--- config.mk ---
export PLATFORM = sky130hd
export DESIGN_NAME = victory_detect
export DESIGN_NICKNAME = d
export VERILOG_FILES = /design/src/rtl/victory_detect.sv
export SDC_FILE = /design/constraint.sdc
export NUM_CORES = 1
export LEC_CHECK = 0
export ABC_AREA = 1
export CELL_PAD_IN_SITES_DETAIL_PLACEMENT = 1
export CELL_PAD_IN_SITES_GLOBAL_PLACEMENT = 2
export CORE_MARGIN = 2
export CORE_UTILIZATION = 15
export CTS_CLUSTER_DIAMETER = 200
export DETAILED_ROUTE_END_ITERATION = 8
export GPL_TIMING_DRIVEN = 0
export PLACE_DENSITY_LB_ADDON = 0.25
export SLEW_MARGIN = 20
export SYNTH_ARGS = -nofsm -noshare
export SYNTH_HDL_FRONTEND = slang
export SYNTH_SLANG_ARGS = --single-unit
--- constraint.sdc ---
create_clock -name clk -period 2 [get_ports clk]
set_input_delay 0.4 -clock clk [delete_from_list [all_inputs] [get_ports clk]]
set_output_delay 0.4 -clock clk [all_outputs]
set_load 0.03 [all_outputs]
--- src/rtl/victory_detect.sv ---
// rtl/victory_detect.sv - tug-of-war win detector with latched winner and HEX digit
// Optional VICTORY_SCORE_EN adds next-round pulse and saturating win tallies.
module victory_detect (
  input  logic       clk,
  input  logic       reset,
  input  logic       L,
  input  logic       R,
  input  logic       NL,
  input  logic       NR,
`ifdef VICTORY_SCORE_EN
  input  logic       rnd,
  output logic [2:0] score_l,
  output logic [2:0] score_r,
`endif
  output logic [6:0] disp,
  output logic       game_over,
  output logic [1:0] winner
);

  typedef enum logic [1:0] {
    PLAY = 2'b00,
    LWIN = 2'b01,
    RWIN = 2'b10
  } state_t;

  state_t r_state;
  state_t w_next;

  always_ff @(posedge clk) begin
    if (!reset) begin
      r_state <= PLAY;
    end else begin
      r_state <= w_next;
    end
  end

  // A press only wins when the rope already sits at that player's edge;
  // simultaneous presses cancel.
  always_comb begin
    w_next = r_state;
    case (r_state)
      PLAY: begin
        if (L && !R && NL) begin
          w_next = LWIN;
        end else if (R && !L && NR) begin
          w_next = RWIN;
        end
      end
      LWIN, RWIN: begin
`ifdef VICTORY_SCORE_EN
        if (rnd) begin
          w_next = PLAY;
        end
`endif
      end
      default: w_next = PLAY;
    endcase
  end

  always_comb begin
    disp      = 7'b1111111;
    game_over = 1'b0;
    winner    = 2'b00;
    case (r_state)
      LWIN: begin
        disp      = 7'b1111001;
        game_over = 1'b1;
        winner    = 2'b01;
      end
      RWIN: begin
        disp      = 7'b0100100;
        game_over = 1'b1;
        winner    = 2'b10;
      end
      default: begin
        disp      = 7'b1111111;
        game_over = 1'b0;
        winner    = 2'b00;
      end
    endcase
  end

`ifdef VICTORY_SCORE_EN
  logic [2:0] r_score_l;
  logic [2:0] r_score_r;
  logic       w_enter_l;
  logic       w_enter_r;

  assign w_enter_l = (r_state == PLAY) && (w_next == LWIN);
  assign w_enter_r = (r_state == PLAY) && (w_next == RWIN);

  // Tallies saturate at 7 rather than wrapping back to zero.
  always_ff @(posedge clk) begin
    if (!reset) begin
      r_score_l <= 3'd0;
      r_score_r <= 3'd0;
    end else begin
      if (w_enter_l && (r_score_l != 3'd7)) begin
        r_score_l <= r_score_l + 3'd1;
      end
      if (w_enter_r && (r_score_r != 3'd7)) begin
        r_score_r <= r_score_r + 3'd1;
      end
    end
  end

  assign score_l = r_score_l;
  assign score_r = r_score_r;
`endif

endmodule

==> flow_metrics.env <==
export IMPL_status="finished clean"
export IMPL_core_area_um2=1334
export IMPL_drt_iter0_drc=0
export IMPL_cts_num_sinks=2
export IMPL_first_pass_iters=1
export IMPL_dpl_cell_count=60
export IMPL_netlist_area_um2=217.7
export IMPL_num_vias=241
export IMPL_grt_overflow=0
export IMPL_m1WireLength_um=242
export IMPL_ys_ff_latch=2
export IMPL_fin_setup_tns_ns=0
export IMPL_period_needed_ns=1.893
export IMPL_synth_simple_area_share_pct=18.39
export IMPL_routed_wl_met2_um=234
export IMPL_hpwl_um=463.7
export IMPL_fin_area_um2=394.1
export IMPL_drive_gt1_share_pct=18.75
export IMPL_initial_core_util_pct=16.32
export IMPL_crit_path_top_delay_cell="clkdlybuf4s50_1"
export IMPL_grt_max_degree=6
export IMPL_hp_class="reg -> reg"
export IMPL_yosysUniqueCellTypes=12
export IMPL_grt_usage_pct=5.986
export IMPL_critPathRequiredTime_ns=1.60
export IMPL_synth_compound_area_share_pct=6.897
export IMPL_pwr_share_comb_pct=39.5
export IMPL_p_int_mw=0.1443
export IMPL_grt_pass1_vias=228
export IMPL_die_x_um=42.10
export IMPL_cp_max_fo=4
export IMPL_area_delta_synth_final_pct=81.03
export IMPL_end_kind="output pin"
export IMPL_totalWireLength_um=520
export IMPL_viasPerCell=3.825
export IMPL_crit_chain="inv_1 > ha_1 > clkdlybuf4s50_1"
export IMPL_syn_area_per_cell_um2=7.023
export IMPL_pwr_share_seq_pct=20.6
export IMPL_cp_start_kind="register"
export IMPL_drt_wirelength_per_cell_um=8.254
export IMPL_n_antenna_cell=0
export IMPL_switching_share_pct=33.73
export IMPL_yosysSeqAreaShare_pct=18.39
export IMPL_h_tree_depth=1
export IMPL_cp_arrival_ns=1.49
export IMPL_synth_fa_ha_area_share_pct=28.74
export IMPL_final_cells=63
export IMPL_drv_cap=0
export IMPL_p_leak_nw=0.1821
export IMPL_biggestRegsByFlops="r_state x2"
export IMPL_dr_max_layer_used="met3"
export IMPL_port_buffers=14
export IMPL_cts_root_buf="clkbuf_4"
export IMPL_max_freq_ghz=0.5284
export IMPL_fill_cells=168
export IMPL_postCtsHoldBufs=0
export IMPL_finalNetCount=61
export IMPL_rsz0062_at_grt="false"
export IMPL_setup_violations=0
export IMPL_ctsLongestPathBuffers=2
export IMPL_place_ws_ns=0.02944
export IMPL_holdWs_ns=0.5154
export IMPL_grt_pass1_wl_um=814
export IMPL_io_pins=16
export IMPL_power_switching_mw=0.07344
export IMPL_power_mw=0.2177
export IMPL_antenna_found_initial=0
export IMPL_clock_latency_ns=0.22
export IMPL_fin_crit_sh_pct=94.63
export IMPL_clk_pin_slew_worst_paths_ns=0.03
export IMPL_hold_viol_final=0
export IMPL_syn_instance_count=31
export IMPL_place_gp_congestion=0.6365
export IMPL_post_cts_setup_buffers=0
export IMPL_top_register="r_state"
export IMPL_yosysWarnings=0
export IMPL_vdd_drop_max_mv=0.1678
export IMPL_antenna_left=0
export IMPL_cts_inserted_buffers=3
export IMPL_placedInstanceArea_um2=376.6
export IMPL_largest_reg_flops=2
export IMPL_syn_nets=42
export IMPL_layout_common_cells="7 x inv_1, 7 x clkdlybuf4s50_1, 5 x ha_1"
export IMPL_drc=0
export IMPL_p_clk_share_pct=39.9
export IMPL_synth_xor_area_share_pct=0
export IMPL_critical_path_class="reg -> out"
export IMPL_met3WireLength_um=43
export IMPL_row_count=13
export IMPL_dieArea_um2=1772
export IMPL_synth_top_family_by_area="adder cells"
export IMPL_maxSlewViolCount=0
export IMPL_cts_tree="yes"
export IMPL_cpPeakStageDelay_ns=0.58
export IMPL_worst_clock_skew_ns=0.001342
export IMPL_die_h_um=42.10
export IMPL_worst_slack_ns=0.1073
export IMPL_synth_mux_area_share_pct=0
export IMPL_final_util_pct=29.55
export IMPL_pwr_density_cell_nw_per_um2=552.5
power by group through the flow:
stage	Clock [mW]	Combinational (mW)	Sequential, mW
floorplan	0	0.0564	0.0447
CTS	0.0907	0.0874	0.0448
global placement	0	0.0917	0.0453
global route	0.0988	0.0932	0.0453
finish	0.0869	0.0859	0.0449
detailed placement	0	0.0936	0.0451
cells in the mapped netlist:
master	number	area share [%]
inv_1	7	12
ha_1	5	29
buf_4	4	14
nand2_1	4	6.9
a21oi_1	2	4.6
dfxtp_1	2	18
nor2_1	2	3.4
conb_1	1	1.7
nand3_1	1	2.3
nand4_1	1	2.9
nor2_2	1	2.9
o21ai_0	1	2.3
worst max-delay path: cells and delay by family, from the launching register on:
kind / cells / cell delay [ns]
fa+ha+maj: 1 / 0.21
buf+inv: 2 / 0.68
flops: 1 / 0.38
repair_timing:
item / in CTS / in global routing
pin swaps: 0 / 0
endpoints found under the setup margin: 6 / 5
gates resized for setup: 6 / 6
layout make-up:
cell class / count / area (µm²) / area share, %
Timing Repair Buffer: 14 / 135.1 / 34.29
Multi-Input combinational cell: 18 / 121.4 / 30.79
Sequential cell: 2 / 40.04 / 10.16
Buffer: 4 / 30.03 / 7.619
Inverter: 7 / 26.28 / 6.667
Clock buffer: 3 / 22.52 / 5.714
Tap cell: 15 / 18.77 / 4.762
worst paths after layout:
check	start	end	slack, ns	cells after the start
hold reg to reg	r_state[0]	r_state[0]	0.52	2
hold / removal	r_state[0]	r_state[0]	0.52	2
setup reg to reg	r_state[0]	r_state[1]	0.72	7
setup / recovery	r_state[0]	winner[1]	0.11	3
metal layers:
metal / track usage (%) / up-vias
met4: 3.750 / 0
met2: 9.063 / 13
met5: 0 / -
met1: 7.614 / 106
li1: - / 122
met3: 1.293 / 0
kinds of logic (layout without fill, tap and decap cells):
logic type	Yosys count	in the layout
buffers and inverters	11	28
adder cells (fa/ha/maj)	5	5
AND/OR/NAND/NOR	9	9
flip-flops	2	2
other	1	1
AO/OA/AOI/OAI	3	3
(Power assumes the default switching activity.)
